[src/rtl/ram_responder.sv]
// Data-memory responder for the CPU's ram_read/ram_write interface: a 2^ADDR_W x DATA_W
// word store with a ready/ack handshake, programmable wait states and a post-reset clear.
module ram_responder #(
    parameter int DATA_W      = 16,
    parameter int ADDR_W      = 6,
    parameter int WAIT_STATES = 1
) (
    input  logic              clk,
    input  logic              reset,
    input  logic              ram_read,
    input  logic              ram_write,
    input  logic [ADDR_W-1:0] ram_read_addr,
    input  logic [ADDR_W-1:0] ram_write_addr,
    input  logic [DATA_W-1:0] ram_data_out,
    output logic [DATA_W-1:0] ram_data_in,
    output logic              ram_ready,
    output logic              ram_ack
);
    localparam int DEPTH = 1 << ADDR_W;
    localparam logic [3:0] WAIT_LOAD = 4'((WAIT_STATES > 0) ? WAIT_STATES - 1 : 0);

    typedef enum logic [1:0] {S_INIT, S_IDLE, S_WAIT, S_RESP} state_t;

    state_t            state_q, state_d;
    logic [ADDR_W-1:0] sweep_q, sweep_d;
    logic [3:0]        wait_q, wait_d;
    logic              rd_q, rd_d, wr_q, wr_d;
    logic [ADDR_W-1:0] rd_addr_q, rd_addr_d, wr_addr_q, wr_addr_d;
    logic [DATA_W-1:0] wr_data_q, wr_data_d, data_in_q, data_in_d;

    logic [DATA_W-1:0] mem [DEPTH];

    logic              req, go_resp;
    logic              eff_rd, eff_wr;
    logic [ADDR_W-1:0] eff_rd_addr, eff_wr_addr;
    logic [DATA_W-1:0] eff_wr_data;
    logic              mem_we;
    logic [ADDR_W-1:0] mem_waddr;
    logic [DATA_W-1:0] mem_wdata;

    always_comb begin
        req = ram_read | ram_write;
        // With zero wait states the access completes on the acceptance edge, so use the live inputs.
        if (state_q == S_IDLE) begin
            eff_rd      = ram_read;
            eff_wr      = ram_write;
            eff_rd_addr = ram_read_addr;
            eff_wr_addr = ram_write_addr;
            eff_wr_data = ram_data_out;
        end else begin
            eff_rd      = rd_q;
            eff_wr      = wr_q;
            eff_rd_addr = rd_addr_q;
            eff_wr_addr = wr_addr_q;
            eff_wr_data = wr_data_q;
        end
        go_resp = ((state_q == S_IDLE) && req && (WAIT_STATES == 0)) ||
                  ((state_q == S_WAIT) && (wait_q == 4'd0));

        state_d   = state_q;
        sweep_d   = sweep_q;
        wait_d    = wait_q;
        rd_d      = rd_q;
        wr_d      = wr_q;
        rd_addr_d = rd_addr_q;
        wr_addr_d = wr_addr_q;
        wr_data_d = wr_data_q;
        data_in_d = data_in_q;
        mem_we    = 1'b0;
        mem_waddr = eff_wr_addr;
        mem_wdata = eff_wr_data;

        case (state_q)
            S_INIT: begin
                mem_we    = 1'b1;
                mem_waddr = sweep_q;
                mem_wdata = '0;
                sweep_d   = sweep_q + ADDR_W'(1);
                if (sweep_q == {ADDR_W{1'b1}}) state_d = S_IDLE;
            end
            S_IDLE: begin
                if (req) begin
                    rd_d      = ram_read;
                    wr_d      = ram_write;
                    rd_addr_d = ram_read_addr;
                    wr_addr_d = ram_write_addr;
                    wr_data_d = ram_data_out;
                    wait_d    = WAIT_LOAD;
                    state_d   = (WAIT_STATES > 0) ? S_WAIT : S_RESP;
                end
            end
            S_WAIT: begin
                if (wait_q == 4'd0) state_d = S_RESP;
                else                wait_d  = wait_q - 4'd1;
            end
            S_RESP:  state_d = S_IDLE;
            default: state_d = S_INIT;
        endcase

        // Write-before-read: a same-address read sees the data being written.
        if (go_resp) begin
            if (eff_wr) mem_we = 1'b1;
            if (eff_rd) data_in_d = (eff_wr && (eff_wr_addr == eff_rd_addr)) ? eff_wr_data
                                                                              : mem[eff_rd_addr];
        end
    end

    always_ff @(posedge clk or posedge reset) begin
        if (reset) begin
            state_q   <= S_INIT;
            sweep_q   <= '0;
            wait_q    <= '0;
            rd_q      <= 1'b0;
            wr_q      <= 1'b0;
            rd_addr_q <= '0;
            wr_addr_q <= '0;
            wr_data_q <= '0;
            data_in_q <= '0;
        end else begin
            state_q   <= state_d;
            sweep_q   <= sweep_d;
            wait_q    <= wait_d;
            rd_q      <= rd_d;
            wr_q      <= wr_d;
            rd_addr_q <= rd_addr_d;
            wr_addr_q <= wr_addr_d;
            wr_data_q <= wr_data_d;
            data_in_q <= data_in_d;
        end
    end

    // Storage has no reset; the INIT sweep clears it after every reset.
    always_ff @(posedge clk) begin
        if (mem_we && !reset) mem[mem_waddr] <= mem_wdata;
    end

    assign ram_data_in = data_in_q;
    assign ram_ready   = (state_q == S_IDLE);
    assign ram_ack     = (state_q == S_RESP);
endmodule

[config.mk]
export PLATFORM = sky130hd
export DESIGN_NAME = ram_responder
export DESIGN_NICKNAME = d
export VERILOG_FILES = /design/src/rtl/ram_responder.sv
export SDC_FILE = /design/constraint.sdc
export NUM_CORES = 1
export LEC_CHECK = 0
export CAP_MARGIN = 20
export CORE_ASPECT_RATIO = 1.25
export CORE_MARGIN = 1.5
export CORE_UTILIZATION = 30
export CTS_CLUSTER_DIAMETER = 80
export DETAILED_ROUTE_END_ITERATION = 6
export PLACE_DENSITY = 0.46
export SYNTH_ARGS = -nofsm -noshare
export SYNTH_HDL_FRONTEND = slang
export SYNTH_SLANG_ARGS = --single-unit
[constraint.sdc]
create_clock -name clk -period 6.9 [get_ports clk]
set_input_delay 1.035 -clock clk [delete_from_list [all_inputs] [get_ports clk]]
set_output_delay 1.035 -clock clk [all_outputs]
set_load 0.02 [all_outputs]
==> results of run 1 <==
where the power goes:
group / leakage, nW / switching, mW / internal, mW / total [mW]
logic: 5.58 / 0.0276 / 0.0189 / 0.0466
clock network: 1.68 / 2.56 / 3.22 / 5.78
registers: 7.92 / 0 / 7.08 / 7.08
flip-flops by register name (all words and copies together), names as in the netlist, 2 cells and up:
name	flops
ram_data_in	16
rd_addr_q	6
wait_q	4
wr_addr_q	6
sweep_q	6
mem	1024
state_q	2
wr_data_q	16
kinds of logic after synthesis:
| kind of cell | share of synthesized area |
|---|---|
| adder cells (fa/ha/maj) | 0.00207 |
| buffers and inverters | 0.0169 |
| multiplexers | 0.127 |
| flip-flops | 0.760 |
| AO/OA/AOI/OAI | 0.0460 |
| AND/OR/NAND/NOR | 0.0439 |
| XOR/XNOR | 0.00393 |
cell usage after synthesis, types with 2 or more instances:
library cell / count
sky130_fd_sc_hd__o21ai_1: 2
sky130_fd_sc_hd__and2_1: 2
sky130_fd_sc_hd__o2111ai_1: 8
sky130_fd_sc_hd__clkbuf_1: 59
sky130_fd_sc_hd__nor3_1: 18
sky130_fd_sc_hd__nand3_1: 126
sky130_fd_sc_hd__o21ai_0: 19
sky130_fd_sc_hd__inv_1: 10
sky130_fd_sc_hd__a21oi_1: 28
sky130_fd_sc_hd__o22ai_1: 113
sky130_fd_sc_hd__mux2_2: 31
sky130_fd_sc_hd__buf_1: 9
sky130_fd_sc_hd__nand2_1: 178
sky130_fd_sc_hd__buf_6: 14
sky130_fd_sc_hd__xnor2_1: 6
sky130_fd_sc_hd__mux4_2: 112
sky130_fd_sc_hd__nor4_1: 2
sky130_fd_sc_hd__o21a_1: 5
sky130_fd_sc_hd__o221ai_1: 8
sky130_fd_sc_hd__nand2b_1: 3
sky130_fd_sc_hd__edfxtp_1: 1024
sky130_fd_sc_hd__o41ai_1: 24
sky130_fd_sc_hd__o32ai_1: 3
sky130_fd_sc_hd__buf_4: 2
sky130_fd_sc_hd__nand4_1: 2
sky130_fd_sc_hd__nor2_1: 93
sky130_fd_sc_hd__mux2i_1: 250
sky130_fd_sc_hd__buf_2: 42
sky130_fd_sc_hd__a221o_1: 24
sky130_fd_sc_hd__ha_1: 7
sky130_fd_sc_hd__xor2_1: 13
sky130_fd_sc_hd__a211oi_1: 8
sky130_fd_sc_hd__nor3b_1: 3
sky130_fd_sc_hd__buf_12: 2
sky130_fd_sc_hd__dfrtp_1: 58
sky130_fd_sc_hd__a22oi_1: 32
metal layers:
layer	GRT usage	up-vias
met1	0.212	11861
met5	0	-
met4	0.0583	0
li1	-	9792
met2	0.298	589
met3	0.0227	150
cell type report:
type                       instances  area [um^2]
timing repair buffer             173         1490
multi-input combinational       1132         9710
clock inverter                    74          637
clock buffer                     125         2840
fill                           13205        91200
tap                             1872         2340
antenna                            5         12.5
sequential                      1082        32200
inverter                          10         37.5
final timing paths:
kind	slack, ns	from	cells past startpoint	end
setup / recovery	1.62	state_q[1]	12	ram_data_in[11]
hold / removal	0.48	rd_q	2	rd_q
setup reg to reg	1.62	state_q[1]	12	ram_data_in[11]
hold reg to reg	0.48	rd_q	2	rd_q
max in group asynchronous	5.10	reset	3	ram_data_in[12]
min in group asynchronous	0.76	reset	2	state_q[0]
critical path: cells and delay by family (launching register included):
kind	cells	cell delay, ns
buf+inv	5	1.48
simple gates	1	0.70
compound gates	5	1.72
fa+ha+maj	1	0.77
flops	1	0.41
==> run_summary.xml, run 1 <==
<?xml version="1.0" encoding="UTF-8"?>
<metrics>
  <group name="outcome">
    <metric name="outcome" unit="">complete, no violations</metric>
  </group>
  <group name="placed_design">
    <metric name="dpl-instance-area" unit="um^2">45800</metric>
    <metric name="place_worst_setup_slack" unit="ns">1.47</metric>
    <metric name="dp.cells" unit="">4268</metric>
    <metric name="total_half_perimeter_wirelength_after_legalization_and_detailed_placement" unit="mm">77.9</metric>
    <metric name="place.gp.congestion" unit="">0.839</metric>
    <metric name="io_buffer_count" unit="">49</metric>
  </group>
  <group name="sta">
    <metric name="rsz0062_at_grt" unit="">false</metric>
    <metric name="fmax" unit="GHz">0.190</metric>
    <metric name="min_period_over_period" unit="">0.765</metric>
    <metric name="worst_slack_setup_final" unit="ns">1.62</metric>
    <metric name="fin_setup_tns" unit="ns">0</metric>
    <metric name="slew_headroom" unit="">0.303</metric>
    <metric name="timing_worst_slew_pin_value" unit="ns">1.05</metric>
    <metric name="timing.final.hold_violations" unit="">0</metric>
    <metric name="finalHoldWorstSlack" unit="ns">0.481</metric>
    <metric name="timing_max_transition_violations_final" unit="">0</metric>
    <metric name="timing.final.crit_period" unit="ns">5.28</metric>
    <metric name="report.final.setup_viol" unit="">0</metric>
    <metric name="clock_skew" unit="ns">0.0457</metric>
  </group>
  <group name="die">
    <metric name="pin_count" unit="">50</metric>
    <metric name="die_area" unit="um^2">144000</metric>
    <metric name="die_w" unit="um">339</metric>
    <metric name="initial_utilization" unit="">0.302</metric>
    <metric name="die_y" unit="um">423</metric>
    <metric name="design.core.area" unit="um^2">140000</metric>
    <metric name="core.rowCount" unit="">154</metric>
  </group>
  <group name="finish">
    <metric name="finalCoreUtilization" unit="">0.351</metric>
    <metric name="fin_cells" unit="">4473</metric>
    <metric name="mostFrequentLayoutCell" unit="">sky130_fd_sc_hd__edfxtp_1</metric>
    <metric name="area_delta_synth_final" unit="%">16.3</metric>
    <metric name="fin_area" unit="um^2">49300</metric>
    <metric name="fraction_of_layout_cells_with_a_size_suffix_above_1" unit="">0.176</metric>
    <metric name="layout.cells.most_common_list" unit="">sky130_fd_sc_hd__edfxtp_1, sky130_fd_sc_hd__mux2i_1, sky130_fd_sc_hd__nand2_1</metric>
    <metric name="nets" unit="">2549</metric>
  </group>
  <group name="run">
    <metric name="max-cap-violations" unit="">0</metric>
  </group>
  <group name="routing">
    <metric name="drtPass1Iterations" unit="">5</metric>
    <metric name="route.detailed.drc" unit="">0</metric>
    <metric name="mean_number_of_vias_per_cell" unit="">5.01</metric>
    <metric name="met2WireLength" unit="mm">62.7</metric>
    <metric name="detailroute.via_count" unit="">22392</metric>
    <metric name="routed.top_layer" unit="">met4</metric>
    <metric name="drtIter0Drc" unit="">2029</metric>
    <metric name="route.antenna.remaining_nets" unit="">0</metric>
    <metric name="wirelength_met1" unit="mm">50.2</metric>
    <metric name="wl_met3" unit="mm">5.73</metric>
    <metric name="avgRoutedWirePerCell" unit="um">27.3</metric>
    <metric name="drt-total-wl" unit="mm">122</metric>
  </group>
  <group name="worst_setup_path">
    <metric name="timing.critical_path.required" unit="ns">7.49</metric>
    <metric name="worstPathCellList" unit="">inv_1, ha_2, buf_4, o32ai_4, buf_4, buf_4, nand2_1, buf_4, o22ai_1, o41ai_1, o2111ai_1, a221o_1</metric>
    <metric name="critPathMaxFanout" unit="">28</metric>
    <metric name="crit_top_cell" unit="">sky130_fd_sc_hd__buf_4</metric>
    <metric name="worstSetupStartpointType" unit="">flop</metric>
    <metric name="crit_path_max_incr_delay" unit="ns">0.90</metric>
    <metric name="worst-endpoint-arrival" unit="ns">5.87</metric>
    <metric name="critPathSlowestCell" unit="">sky130_fd_sc_hd__o41ai_1</metric>
    <metric name="end_kind" unit="">flop</metric>
    <metric name="criticalPathCategory" unit="">flop to flop</metric>
  </group>
  <group name="global_routing">
    <metric name="grt_antenna_before_repair" unit="">7</metric>
    <metric name="grt_remaining_overflow" unit="">0</metric>
    <metric name="grt_total_usage" unit="">0.169</metric>
    <metric name="largest_net_degree_at_the_start_of_global_routing" unit="">68</metric>
    <metric name="first_global_vias" unit="">22978</metric>
    <metric name="grt_pass1_wl" unit="mm">174</metric>
  </group>
  <group name="clock_tree">
    <metric name="cts.repair.resized" unit="">0</metric>
    <metric name="clock_tree.buffer_depth" unit="">3</metric>
    <metric name="cts_tree" unit="">done</metric>
    <metric name="worst_setup_hold_path_clk_slew" unit="ns">0.06</metric>
    <metric name="source_to_sink_clock_delay_at_the_later_pin_of_the_worst_skew_pair" unit="ns">0.73</metric>
    <metric name="clk_root_buffer_cell" unit="">sky130_fd_sc_hd__clkbuf_16</metric>
    <metric name="clock_sink_count" unit="">1082</metric>
    <metric name="cts_inserted_buffers" unit="">111</metric>
    <metric name="ctsHoldBuffers" unit="">0</metric>
    <metric name="post-cts-setup-buffers" unit="">0</metric>
    <metric name="cts.htree.levels" unit="">3</metric>
  </group>
  <group name="logic_synthesis">
    <metric name="syn-num-nets" unit="">2391</metric>
    <metric name="synth.top_cells.by_area" unit="">sky130_fd_sc_hd__edfxtp_1, sky130_fd_sc_hd__mux4_2, sky130_fd_sc_hd__mux2i_1, sky130_fd_sc_hd__dfrtp_1, sky130_fd_sc_hd__o22ai_1</metric>
    <metric name="proportion_of_netlist_area_held_by_the_largest_area_contributor" unit="">0.726</metric>
    <metric name="syn-instance-count" unit="">2352</metric>
    <metric name="synthFlopType" unit="">sky130_fd_sc_hd__edfxtp_1</metric>
    <metric name="syn-mean-instance-area" unit="um^2">18.0</metric>
    <metric name="synth_largest_area_cell" unit="">sky130_fd_sc_hd__edfxtp_1</metric>
    <metric name="postSynthRegisterBits" unit="">1082</metric>
    <metric name="synthesis.area" unit="um^2">42400</metric>
    <metric name="netlist-cell-type-count" unit="">48</metric>
    <metric name="async_reset_ff_frac" unit="">0.0536</metric>
    <metric name="synth_seq_area_share" unit="">0.760</metric>
    <metric name="synth.yosys.warnings" unit="">0</metric>
    <metric name="synth_enable_flop_cells" unit="">1024</metric>
  </group>
  <group name="hold_path">
    <metric name="hold_path.class" unit="">flop to flop</metric>
  </group>
  <group name="power">
    <metric name="p_per_area" unit="nW/um^2">262</metric>
    <metric name="total_leakage_power" unit="nW">15.2</metric>
    <metric name="report.power.total" unit="mW">12.9</metric>
    <metric name="vdd.ir_drop.worst" unit="mV">0.198</metric>
  </group>
</metrics>
No activity file was read; power rests on OpenSTA's default activity.
==> run 2: changes to the inputs <==
--- a/config.mk
+++ b/config.mk
@@ -11,7 +11,7 @@
 export CORE_UTILIZATION = 30
 export CTS_CLUSTER_DIAMETER = 80
 export DETAILED_ROUTE_END_ITERATION = 6
-export PLACE_DENSITY = 0.46
+export PLACE_DENSITY = 0.48
 export SYNTH_ARGS = -nofsm -noshare
 export SYNTH_HDL_FRONTEND = slang
 export SYNTH_SLANG_ARGS = --single-unit
==> constraint.sdc (replaced) <==
create_clock -name clk -period 4.7 [get_ports clk]
set_input_delay 0.705 -clock clk [delete_from_list [all_inputs] [get_ports clk]]
set_output_delay 0.705 -clock clk [all_outputs]
set_load 0.02 [all_outputs]
==> run 2 against run 1 <==
  * Clock power rose by 52%
  * Maximum frequency rose by 17%
  * Flip-flop and latch count did not move
  * First-iteration DRC count fell by 2.3%
  * Wire length rose by 0.21%
  * Sequential share of layout area fell by 0.98 points
  * Die area did not move
  * Power rose by 49%
  * Critical path type unchanged
==> run_summary.xml, run 2 (synthesis results as in run 1) <==
<?xml version="1.0" encoding="UTF-8"?>
<metrics>
  <group name="outcome">
    <metric name="outcome" unit="">complete, no violations</metric>
  </group>
  <group name="clock_tree">
    <metric name="cts.htree.levels" unit="">3</metric>
    <metric name="post-cts-setup-buffers" unit="">0</metric>
    <metric name="clock_sink_count" unit="">1082</metric>
    <metric name="cts_inserted_buffers" unit="">104</metric>
    <metric name="ctsHoldBuffers" unit="">0</metric>
    <metric name="worst_setup_hold_path_clk_slew" unit="ns">0.06</metric>
    <metric name="clk_root_buffer_cell" unit="">sky130_fd_sc_hd__clkbuf_16</metric>
    <metric name="cts_tree" unit="">done</metric>
    <metric name="source_to_sink_clock_delay_at_the_later_pin_of_the_worst_skew_pair" unit="ns">0.72</metric>
    <metric name="clock_tree.buffer_depth" unit="">3</metric>
    <metric name="cts.repair.resized" unit="">0</metric>
  </group>
  <group name="routing">
    <metric name="detailroute.via_count" unit="">22632</metric>
    <metric name="drtPass1Iterations" unit="">5</metric>
    <metric name="mean_number_of_vias_per_cell" unit="">5.01</metric>
    <metric name="drt-total-wl" unit="mm">123</metric>
    <metric name="route.antenna.remaining_nets" unit="">0</metric>
    <metric name="met2WireLength" unit="mm">64.6</metric>
    <metric name="wl_met3" unit="mm">5.52</metric>
    <metric name="avgRoutedWirePerCell" unit="um">27.2</metric>
    <metric name="routed.top_layer" unit="">met5</metric>
    <metric name="drtIter0Drc" unit="">1983</metric>
    <metric name="route.detailed.drc" unit="">0</metric>
    <metric name="wirelength_met1" unit="mm">48.4</metric>
  </group>
  <group name="sta">
    <metric name="finalHoldWorstSlack" unit="ns">0.494</metric>
    <metric name="fin_setup_tns" unit="ns">0</metric>
    <metric name="min_period_over_period" unit="">0.960</metric>
    <metric name="worst_slack_setup_final" unit="ns">0.190</metric>
    <metric name="report.final.setup_viol" unit="">0</metric>
    <metric name="timing.final.crit_period" unit="ns">4.51</metric>
    <metric name="timing.final.hold_violations" unit="">0</metric>
    <metric name="timing_worst_slew_pin_value" unit="ns">1.21</metric>
    <metric name="fmax" unit="GHz">0.222</metric>
    <metric name="slew_headroom" unit="">0.180</metric>
    <metric name="rsz0062_at_grt" unit="">false</metric>
    <metric name="clock_skew" unit="ns">0.0275</metric>
    <metric name="timing_max_transition_violations_final" unit="">0</metric>
  </group>
  <group name="finish">
    <metric name="fin_cells" unit="">4513</metric>
    <metric name="largest_register_by_flop_count" unit="">mem</metric>
    <metric name="nets" unit="">2592</metric>
    <metric name="mostFrequentLayoutCell" unit="">sky130_fd_sc_hd__edfxtp_1</metric>
    <metric name="diodes" unit="">0</metric>
    <metric name="fraction_of_layout_cells_with_a_size_suffix_above_1" unit="">0.198</metric>
    <metric name="area_delta_synth_final" unit="%">18.1</metric>
    <metric name="fin_area" unit="um^2">50000</metric>
    <metric name="number_of_flip_flops_under_the_largest_register_name" unit="">1024</metric>
    <metric name="layout.cells.most_common_list" unit="">sky130_fd_sc_hd__edfxtp_1, sky130_fd_sc_hd__mux2i_1, sky130_fd_sc_hd__nand2_1</metric>
  </group>
  <group name="global_routing">
    <metric name="largest_net_degree_at_the_start_of_global_routing" unit="">67</metric>
    <metric name="grt_antenna_before_repair" unit="">3</metric>
    <metric name="grt_total_usage" unit="">0.169</metric>
    <metric name="grt_pass1_wl" unit="mm">175</metric>
    <metric name="first_global_vias" unit="">23281</metric>
    <metric name="grt_remaining_overflow" unit="">0</metric>
  </group>
  <group name="die">
    <metric name="pin_count" unit="">50</metric>
    <metric name="core.rowCount" unit="">154</metric>
    <metric name="design.core.area" unit="um^2">140000</metric>
    <metric name="die_y" unit="um">423</metric>
    <metric name="die_area" unit="um^2">144000</metric>
    <metric name="initial_utilization" unit="">0.302</metric>
    <metric name="die_w" unit="um">339</metric>
  </group>
  <group name="worst_setup_path">
    <metric name="criticalPathCategory" unit="">flop to flop</metric>
    <metric name="worstPathCellList" unit="">inv_1, ha_2, mux2i_4, buf_12, buf_12, buf_4, mux2i_1, o22ai_1, o41ai_1, o2111ai_1, a221o_1</metric>
    <metric name="end_kind" unit="">flop</metric>
    <metric name="worst-endpoint-arrival" unit="ns">5.10</metric>
    <metric name="critPathSlowestCell" unit="">sky130_fd_sc_hd__o41ai_1</metric>
    <metric name="critical_path.reg2reg.endpoint" unit="">ram_data_in[9]</metric>
    <metric name="crit_path_max_incr_delay" unit="ns">1.10</metric>
    <metric name="reg2reg_slack" unit="ns">0.19</metric>
    <metric name="crit_top_cell" unit="">sky130_fd_sc_hd__buf_12</metric>
    <metric name="timing.critical_path.required" unit="ns">5.29</metric>
    <metric name="r2r_start" unit="">state_q[1]</metric>
    <metric name="worst-r2r-cell-count" unit="">11</metric>
    <metric name="worstSetupStartpointType" unit="">flop</metric>
    <metric name="critPathMaxFanout" unit="">30</metric>
  </group>
  <group name="placed_design">
    <metric name="io_buffer_count" unit="">49</metric>
    <metric name="dp.cells" unit="">4319</metric>
    <metric name="total_half_perimeter_wirelength_after_legalization_and_detailed_placement" unit="mm">80.4</metric>
    <metric name="place_worst_setup_slack" unit="ns">0.192</metric>
    <metric name="dpl-instance-area" unit="um^2">46400</metric>
    <metric name="place.gp.congestion" unit="">0.860</metric>
  </group>
  <group name="power">
    <metric name="power_switching" unit="mW">3.77</metric>
    <metric name="p_per_area" unit="nW/um^2">385</metric>
    <metric name="vdd.ir_drop.worst" unit="mV">0.276</metric>
    <metric name="clock_power_share" unit="">0.457</metric>
    <metric name="switching_share" unit="">0.196</metric>
    <metric name="power_report.internal_total" unit="mW">15.5</metric>
    <metric name="total_leakage_power" unit="nW">15.6</metric>
    <metric name="power.share.sequential" unit="">0.539</metric>
    <metric name="combinationalPowerShare" unit="">0.004</metric>
  </group>
  <group name="run">
    <metric name="max-cap-violations" unit="">0</metric>
  </group>
  <group name="hold_path">
    <metric name="hold_path.class" unit="">flop to flop</metric>
    <metric name="min-delay-start" unit="">rd_q</metric>
    <metric name="whs_endpoint" unit="">rd_q</metric>
    <metric name="count_of_cells_along_the_worst_hold_path" unit="">2</metric>
  </group>
</metrics>
run 2: cell types whose count changed in the layout (fill, tap and decap cells not counted), moves of 2 or more:
cell,before,now
sky130_fd_sc_hd__buf_12,6,19
sky130_fd_sc_hd__diode_2,5,0
sky130_fd_sc_hd__o41ai_1,24,13
sky130_fd_sc_hd__clkinv_8,3,1
sky130_fd_sc_hd__clkinv_1,30,24
sky130_fd_sc_hd__bufinv_16,7,18
sky130_fd_sc_hd__clkinv_4,0,4
sky130_fd_sc_hd__clkbuf_1,13,8
sky130_fd_sc_hd__clkinvlp_4,8,6
sky130_fd_sc_hd__o41ai_2,0,11
sky130_fd_sc_hd__clkbuf_16,111,104
sky130_fd_sc_hd__buf_4,117,154
run 2: worst max-delay path: cells and delay by family (launching register included):
family / cells / cell delay, ns
AO/OA/AOI/OAI: 4 / 1.89
adder cells (fa/ha/maj): 1 / 0.53
buffers and inverters: 4 / 0.96
flip-flops: 1 / 0.41
multiplexers: 2 / 0.56
run 2: power by group through the flow:
stage | clock (mW) | combinational, mW | sequential (mW)
floorplan | 0 | 0.0158 | 10.6
global placement | 0 | 0.0682 | 10.6
detailed placement | 0 | 0.0713 | 10.6
CTS | 9.01 | 0.0719 | 10.4
global route | 9.35 | 0.0758 | 10.4
finish | 8.81 | 0.0712 | 10.4
run 2: per-stage QoR:
| step | util | power (mW) |
|---|---|---|
| 2_1_floorplan | - | 10.6 |
| 3_3_place_gp | 0.330 | 10.7 |
| 3_5_place_dp | 0.330 | 10.7 |
| 4_1_cts | 0.356 | 19.5 |
| 5_1_grt | 0.356 | 19.8 |
| 6_report | 0.356 | 19.3 |
run 2: how the worst max path moves through the flow:
stage	startpoint	end	slack, ns	depth (start not counted)
after global placement	ram_read_addr[0]	ram_data_in[11]	-0.09	10
after floorplan	state_q[1]	mem[0][0]	0.54	9
after detailed placement	ram_read_addr[0]	ram_data_in[9]	0.19	10
final	state_q[1]	ram_data_in[9]	0.19	11
after CTS	state_q[1]	ram_data_in[9]	0.22	11
after global routing	state_q[1]	ram_data_in[9]	0.09	11
run 2: layout make-up:
cell class                 instances  area (um^2)
fill                           13036        90400
clock buffer                     112         2630
multi-input combinational       1132         9800
inverter                          10         37.5
sequential                      1082        32200
clock inverter                    82          976
timing repair buffer             223         2030
tap                             1872         2340
run 2: metal layers:
layer  global-route usage  up-vias
met5                    0        -
met4               0.0632        2
met3               0.0232      158
met2                0.306      608
met1                0.204    11997
li1                     -     9867
